### src/rtl/multicycle_control.sv
// ---------------------------------------------------------------------------
// multicycle_control
//
// Main control FSM for a multicycle RV32-style datapath. Each instruction
// walks FETCH -> DECODE -> EXEC -> (MEM) -> (WB). Memory handshakes in FETCH
// and MEM are guarded by a wait counter. An illegal opcode or a memory that
// never answers sends the FSM to TRAP, and it stays there until reset.
//
// Parameters
//   MEM_TIMEOUT   number of consecutive wait cycles tolerated on a memory
//                 handshake before trapping; 0 disables the timeout
//
// Ports
//   clk           system clock, rising edge
//   rst_n         asynchronous active-low reset
//   opcode        instruction[6:0] from the instruction register
//   mem_ready     memory accepts/completes the current request
//   branch_taken  ALU branch comparison result (used in EXEC only)
//   mem_req       memory request, held until mem_ready
//   mem_we        memory write enable, qualified by mem_req
//   mem_addr_sel  memory address select: 0=PC, 1=ALU result
//   ir_write      load the instruction register
//   pc_write      update PC
//   pc_src        PC source: 0=PC+4, 1=branch/jump target
//   alu_op        00=add, 01=branch compare, 10=funct decode, 11=jump/pass
//   reg_write     register file write enable
//   mem_to_reg    writeback data select: 1=load data
//   state_o       current state encoding
//   trap          sticky fault flag
//   trap_cause    0=illegal opcode, 1=memory timeout
// ---------------------------------------------------------------------------
module multicycle_control #(
    parameter int MEM_TIMEOUT = 15
) (
    input  logic       clk,
    input  logic       rst_n,
    input  logic [6:0] opcode,
    input  logic       mem_ready,
    input  logic       branch_taken,
    output logic       mem_req,
    output logic       mem_we,
    output logic       mem_addr_sel,
    output logic       ir_write,
    output logic       pc_write,
    output logic       pc_src,
    output logic [1:0] alu_op,
    output logic       reg_write,
    output logic       mem_to_reg,
    output logic [2:0] state_o,
    output logic       trap,
    output logic       trap_cause
);

    // State encodings
    localparam logic [2:0] ST_FETCH  = 3'd0;
    localparam logic [2:0] ST_DECODE = 3'd1;
    localparam logic [2:0] ST_EXEC   = 3'd2;
    localparam logic [2:0] ST_MEM    = 3'd3;
    localparam logic [2:0] ST_WB     = 3'd4;
    localparam logic [2:0] ST_TRAP   = 3'd5;

    // Supported opcodes
    localparam logic [6:0] OP_R  = 7'b0110011;
    localparam logic [6:0] OP_IA = 7'b0010011;
    localparam logic [6:0] OP_IL = 7'b0000011;
    localparam logic [6:0] OP_S  = 7'b0100011;
    localparam logic [6:0] OP_B  = 7'b1100011;
    localparam logic [6:0] OP_U  = 7'b0110111;
    localparam logic [6:0] OP_J  = 7'b1101111;

    // ALU operation codes
    localparam logic [1:0] ALU_ADD   = 2'b00;
    localparam logic [1:0] ALU_BRCMP = 2'b01;
    localparam logic [1:0] ALU_FUNCT = 2'b10;
    localparam logic [1:0] ALU_PASS  = 2'b11;

    // With the timeout disabled clog2(1) would be zero bits wide, so keep at
    // least one bit; the counter then simply saturates at all-ones.
    localparam int CNT_W = (MEM_TIMEOUT > 0) ? $clog2(MEM_TIMEOUT + 1) : 1;
    localparam logic [CNT_W-1:0] CNT_MAX =
        (MEM_TIMEOUT > 0) ? CNT_W'(MEM_TIMEOUT) : {CNT_W{1'b1}};

    logic [2:0]       state;
    logic [2:0]       state_next;
    logic [6:0]       op_q;
    logic [CNT_W-1:0] wait_cnt;
    logic [CNT_W-1:0] wait_cnt_next;
    logic             trap_q;
    logic             cause_q;
    logic             set_trap;
    logic             set_cause;
    logic             in_handshake;
    logic             timeout_hit;

    function automatic logic is_legal(input logic [6:0] op);
        case (op)
            OP_R, OP_IA, OP_IL, OP_S, OP_B, OP_U, OP_J: is_legal = 1'b1;
            default:                                    is_legal = 1'b0;
        endcase
    endfunction

    assign in_handshake = (state == ST_FETCH) || (state == ST_MEM);

    // The timeout fires in the cycle where the counter already holds
    // MEM_TIMEOUT and memory is still not ready; a ready in that same cycle
    // wins and completes the handshake normally.
    assign timeout_hit = (MEM_TIMEOUT > 0) && (wait_cnt == CNT_MAX) && !mem_ready;

    // Next-state logic and trap request
    always_comb begin
        state_next = state;
        set_trap   = 1'b0;
        set_cause  = 1'b0;
        case (state)
            ST_FETCH: begin
                if (mem_ready) begin
                    state_next = ST_DECODE;
                end else if (timeout_hit) begin
                    state_next = ST_TRAP;
                    set_trap   = 1'b1;
                    set_cause  = 1'b1;
                end
            end
            ST_DECODE: begin
                // Decide on the live opcode; op_q is loaded on this same edge.
                if (is_legal(opcode)) begin
                    state_next = ST_EXEC;
                end else begin
                    state_next = ST_TRAP;
                    set_trap   = 1'b1;
                    set_cause  = 1'b0;
                end
            end
            ST_EXEC: begin
                case (op_q)
                    OP_R, OP_IA, OP_U, OP_J: state_next = ST_WB;
                    OP_IL, OP_S:             state_next = ST_MEM;
                    default:                 state_next = ST_FETCH;
                endcase
            end
            ST_MEM: begin
                if (mem_ready) begin
                    state_next = (op_q == OP_IL) ? ST_WB : ST_FETCH;
                end else if (timeout_hit) begin
                    state_next = ST_TRAP;
                    set_trap   = 1'b1;
                    set_cause  = 1'b1;
                end
            end
            ST_WB:   state_next = ST_FETCH;
            ST_TRAP: state_next = ST_TRAP;
            default: state_next = ST_FETCH;
        endcase
    end

    // Wait counter: counts stalled handshake cycles, clears on any progress
    // and saturates instead of wrapping.
    always_comb begin
        wait_cnt_next = wait_cnt;
        if ((state_next != state) || mem_ready || !in_handshake) begin
            wait_cnt_next = '0;
        end else if (wait_cnt != CNT_MAX) begin
            wait_cnt_next = wait_cnt + CNT_W'(1);
        end
    end

    always_ff @(posedge clk or negedge rst_n) begin
        if (!rst_n) begin
            state    <= ST_FETCH;
            op_q     <= '0;
            wait_cnt <= '0;
            trap_q   <= 1'b0;
            cause_q  <= 1'b0;
        end else begin
            state    <= state_next;
            wait_cnt <= wait_cnt_next;
            if (state == ST_DECODE) begin
                op_q <= opcode;
            end
            if (set_trap) begin
                trap_q  <= 1'b1;
                cause_q <= set_cause;
            end
        end
    end

    // Control outputs are a pure function of state (plus mem_ready in FETCH
    // and branch_taken in EXEC). Gating with rst_n drops the request and the
    // write enables immediately when reset asserts, even mid-handshake.
    always_comb begin
        mem_req      = 1'b0;
        mem_we       = 1'b0;
        mem_addr_sel = 1'b0;
        ir_write     = 1'b0;
        pc_write     = 1'b0;
        pc_src       = 1'b0;
        alu_op       = ALU_ADD;
        reg_write    = 1'b0;
        mem_to_reg   = 1'b0;
        case (state)
            ST_FETCH: begin
                mem_req = 1'b1;
                if (mem_ready) begin
                    ir_write = 1'b1;
                    pc_write = 1'b1;
                end
            end
            ST_EXEC: begin
                case (op_q)
                    OP_R, OP_IA, OP_U: alu_op = ALU_FUNCT;
                    OP_B: begin
                        alu_op   = ALU_BRCMP;
                        pc_write = branch_taken;
                        pc_src   = 1'b1;
                    end
                    OP_J: begin
                        alu_op   = ALU_PASS;
                        pc_write = 1'b1;
                        pc_src   = 1'b1;
                    end
                    default: alu_op = ALU_ADD;
                endcase
            end
            ST_MEM: begin
                mem_req      = 1'b1;
                mem_addr_sel = 1'b1;
                mem_we       = (op_q == OP_S);
            end
            ST_WB: begin
                reg_write  = 1'b1;
                mem_to_reg = (op_q == OP_IL);
            end
            default: begin
                mem_req = 1'b0;
            end
        endcase
        if (!rst_n) begin
            mem_req      = 1'b0;
            mem_we       = 1'b0;
            mem_addr_sel = 1'b0;
            ir_write     = 1'b0;
            pc_write     = 1'b0;
            pc_src       = 1'b0;
            alu_op       = ALU_ADD;
            reg_write    = 1'b0;
            mem_to_reg   = 1'b0;
        end
    end

    assign state_o    = state;
    assign trap       = trap_q;
    assign trap_cause = cause_q;

endmodule

### config.mk
export PLATFORM = sky130hd
export DESIGN_NAME = multicycle_control
export DESIGN_NICKNAME = d
export VERILOG_FILES = /design/src/rtl/multicycle_control.sv
export SDC_FILE = /design/constraint.sdc
export NUM_CORES = 1
export LEC_CHECK = 0
export ABC_AREA = 1
export CAP_MARGIN = 20
export CORE_AREA = 2 2 51 53
export CTS_CLUSTER_DIAMETER = 100
export DETAILED_ROUTE_END_ITERATION = 10
export DIE_AREA = 0 0 53 55
export GPL_ROUTABILITY_DRIVEN = 0
export PLACE_DENSITY = 0.73
export SYNTH_ARGS = -nofsm -noshare
export SYNTH_HDL_FRONTEND = slang
export SYNTH_SLANG_ARGS = --single-unit
### constraint.sdc
create_clock -name clk -period 2.2 [get_ports clk]
set_input_delay 0.33 -clock clk [delete_from_list [all_inputs] [get_ports clk]]
set_output_delay 0.33 -clock clk [all_outputs]
set_load 0.01 [all_outputs]
# [Yosys cells after proc, flatten, opt, wreduce, memory -nomap -nowiden]
# Cells that the tools add are included.
[totals] elab_cells=80 in_bits=11 output_inout_bits=15 ff_bits=16
[classes] eq_ne=22 n_reduce_logical=14 mux=38 addsub=1
[ops] operator="$eq A7 B6 Y1 const B" count=6
[ops] operator="$eq A7 B7 Y1 const B" count=4
[ops] operator="$mux W1" count=23
[ops] operator="$mux W3" count=5
[ops] operator="$pmux W3 S5" count=1
[ops] operator="$eq A7 B2 Y1 const B" count=2
[ops] operator="$eq A7 B5 Y1 const B" count=2
[ops] operator="$mux W4" count=2
[ops] operator="$reduce_or A7 Y1" count=1
[ops] operator="$eq A3 B2 Y1 const B" count=2
[ops] operator="$eq A3 B3 Y1 const B" count=2
[ops] operator="$pmux W1 S2" count=3
[ops] operator="$pmux W2 S3" count=1
[ops] operator="$pmux W3 S2" count=1
[ops] operator="$reduce_or A2 Y1" count=3
[ops] operator="$add A4 B1 Y4 const B" count=1
[ops] operator="$eq A4 B4 Y1 const B" count=1
[ops] operator="$mux W2" count=2
[ops] operator="$ne A4 B4 Y1 const B" count=1
[ops] operator="$reduce_or A4 Y1" count=1
[ops] operator="$eq A3 B1 Y1 const B" count=1
[ops] operator="$logic_not A3 Y1" count=1
[ops] operator="$logic_or A1 B1 Y1" count=3
[ops] operator="$ne A3 B3 Y1" count=1
[ops] operator="4 further kinds" count=5

# [Logic depth before layout (Yosys ltp)]
[logic_depth] depth_word=10 depth_mapped=11 mapped_depth_nobuf=11

# [Worst setup path after synthesis]
# OpenSTA, ideal clock, no wires.
[synth_timing] kind="flip-flop to output port" start="reg state[2] (netlist: state_o[2])" end="out mem_to_reg" path_buffers=0 arrival_time_ns=1.319 slack_ns=0.551 stages_incl_launch_ff=4 cell_sequence="dfrtp_1 inv_2 nor4_1 and2_1"
[synth_between] elab_chain_cells=3
[synth_rtl] element="start: declaration" line_no="83" text="logic [2:0] state;"
[synth_rtl] element="start signal: assignment" line_no="175" text="state <= state_next;"
[synth_rtl] element="$eq A3 B3 Y1" line_no="200" text="case (state)"
[synth_rtl] element="$mux W1" line_no="200"
[synth_rtl] element="$mux W1" line_no="237" text="if (!rst_n) begin"
[synth_rtl] element="end: declaration" line_no="48" text="output logic mem_to_reg,"
# No other way between the ends.

# [Worst setup path after layout]
[layout_timing] start="reg op_q[0]" end="out pc_src"
[layout_between] elab_chain_cells=5 elab_cells_between_ends=6 cone_classes="eq/ne: 2; mux: 3; reduce/logical: 1"
[layout_rtl] element="start: declaration" line_no="85" text="logic [6:0] op_q;"
[layout_rtl] element="start signal: assignment" line_no="178" text="op_q <= opcode;"
[layout_rtl] element="$eq A7 B7 Y1" line_no="209" text="case (op_q)"
[layout_rtl] element="$reduce_or A2 Y1 (no line) (*)"
[layout_rtl] element="$mux W1 (*)" line_no="209"
[layout_rtl] element="$mux W1 (*)" line_no="200"
[layout_rtl] element="$mux W1 (*)" line_no="237"
[layout_rtl] element="end: declaration" line_no="45" text="output logic pc_src,"
# Every way passes the cells marked *; elsewhere a longest branch is shown, timed or not.

==> metrics.txt <==
status=completed; Iter 0 DRT Violations=17; worst-case clock buffer depth=2; IO Port Bufs=25; pre-CTS setup slack=-0.0706 ns; root buffer cell=clkbuf_4; worst min path class=in -> async; async set or reset register ratio after synthesis=100%; PwrDens=955 nW/um2; register area share after synthesis=38.8%; post-synth net total=152; max-cap viol count=0; # rows=18; post-DP HPWL=1.86 mm; Skew-Pair Late Insertion Delay=0.28 ns; Data arrival, critical path=1.82 ns; Area growth syn-to-layout=39.5%; vias in the first global route=923; CORE AREA=2360 um2; Worst VDD drop=0.000608 V; Yosys top cell area share=38.8%; clock period minus worst slack=2.15 ns; Crit Path Category=reg -> out; most frequent cell after synthesis=nand2_1; biggest area consumer among synthesized cells=dfrtp_1; grt ovf=0; WHS=0.176 ns; reg2reg path depth=9; antenna cells=0; CP Capture Type=primary output; WL/cell=11.9 um; fin nets=190; DR vias/cell=4.88; crit path launch type=flip-flop; setup slack after layout=0.0461 ns; Remaining DRCs=0; reg2reg setup slack=0.66 ns; Chip Width=53 um; initial antenna violation count=0; actual slew at the worst max-slew pin=0.244 ns; Final Hold Viols=0; clk slew on worst S/H paths=0.09 ns; synthesized area per cell=7.37 um2; synth warn=0; hold buffer count at CTS=0; Routed Antenna Nets=0; die area=2920 um2; Layout fillers=222; Ports=26; slew margin rel.=83.6%; Pins Over Slew Limit=0; highest clock rate=464 MHz; ys flop type=dfrtp_1; clk_skew=0.00416 ns; Post-synth EDFFs=0; DRT Wirelength=2.46 mm; TritonCTS Buffers=3; starting density of the core=43.7%; Synth cell types=26; Yosys reg bits=16; cell count after synthesis=140; clock sink count=16; FF-to-FF Start=wait_cnt[0]; worst reg2reg path endpoint=wait_cnt[3]; Synth area leaders=dfrtp_1 (39%), nand2_1 (15%), nor2_1 (5.8%); DRT Pass-1 Iters=6; CTS tree=done; Die Y=55 um; DR vias=1,006; fin crit share=97.9%; share of cells above drive strength 1=27.3%; GRT Overall Usage=18.7%; largest net degree at the start of global routing=10; first-pass GRT wire length=3.95 mm; CP required=1.87 ns; leakage power=0.773 nW; H-Tree Depth=1; Netlist Area Pre-Place=1030 um2; worst-path maximum fanout=3; Setup violations, final=0; commonest cells in the netlist=nand2_1 (40), dfrtp_1 (16), nor2_1 (16), inv_1 (13), inv_2 (8)
[worst max-delay path by stage]
stage / startpoint / endpoint / slack, ns / cells past startpoint
after floorplan: state_o[2] / mem_to_reg / 0.55 / 3
after global placement: rst_n / mem_to_reg / -0.03 / 5
after global routing: op_q[1] / pc_src / -0.02 / 6
after CTS: state_o[2] / alu_op[0] / 0.06 / 5
after detailed placement: rst_n / mem_to_reg / -0.07 / 5
final: op_q[0] / pc_src / 0.05 / 6
[placed cells by master (no fill, tap or decap), drive strengths merged]
master,instances
nand2,45
a21o,1
o21ai,8
xnor2,1
clkbuf,3
buf,9
and3,1
dlymetal6s2s,3
ha,1
dlygate4sd2,3
nor2,20
and2,1
dfrtp,16
nand3,9
o2111a,1
nor3,7
clkdlybuf4s50,19
nand4,3
inv,21
nor4,1
a21boi,2
xor2,1
[critical path, cell delays in order (launching register included)]
cell and delay (ns):
dfrtp_1 0.36, nand2_1 0.12, inv_2 0.08, nand2_1 0.07, inv_1 0.12, o2111a_1 0.24
clkdlybuf4s50_1 0.55
[cell families after synthesis]
kind of cell               Yosys count  share of synthesized area [%]
and+or+nand+nor                     87                           42.8
buffers and inverters               22                           8.36
DFF                                 16                           38.8
AOI/OAI and AO/OA                   12                           7.15
xor gates and xnor gates             2                           1.70
adders and majority gates            1                           1.21
[power breakdown]
group          internal [mW]  switching [mW]
Clock                 0.0635          0.0873
Sequential             0.391          0.0928
Combinational          0.293           0.449
Total                  0.747           0.629
[sequential cells by signal (all words and copies together) (netlist names)]
name,flops
op_q,7
wait_cnt,4
state_o,3
trap,1
trap_cause,1
[routing by layer]
layer	GRT usage, %	routed length (um)	vias to the layer above
met2	32.3	1180	26
met3	1.61	97	4
li1	-	-	517
met5	0	0	-
met1	24.2	1150	459
met4	7.69	36	0
[metrics by stage]
stage / cell area, um2 / instances / power, mW / TNS (ns) / util (%)
floorplan: 1030 / 140 / 0.931 / 0 / -
global placement: 1360 / 200 / 1.12 / -0.0373 / 57.4
detailed placement: 1360 / 200 / 1.14 / -0.184 / 57.4
CTS: 1420 / 205 / 1.35 / 0 / 59.8
global route: 1440 / 206 / 1.49 / -0.0245 / 60.9
finish: 1440 / 206 / 1.38 / 0 / 60.9
[final cells by class]
type,instances,area (um2),share of cell area (%)
inverters,21,78.8,5.47
well taps,30,37.5,2.61
flip-flops and latches,16,405,28.1
repair buffers,34,322,22.3
multi-input cells,102,574,39.9
clock buffers,3,22.5,1.56
[timing repair]
item | in CTS | in global routing
setup endpoints to repair | 7 | 6
resized for setup | 10 | 8
setup buffers | 2 | 1
pin swaps | 1 | 2
Power figures use the tool's default switching activity.
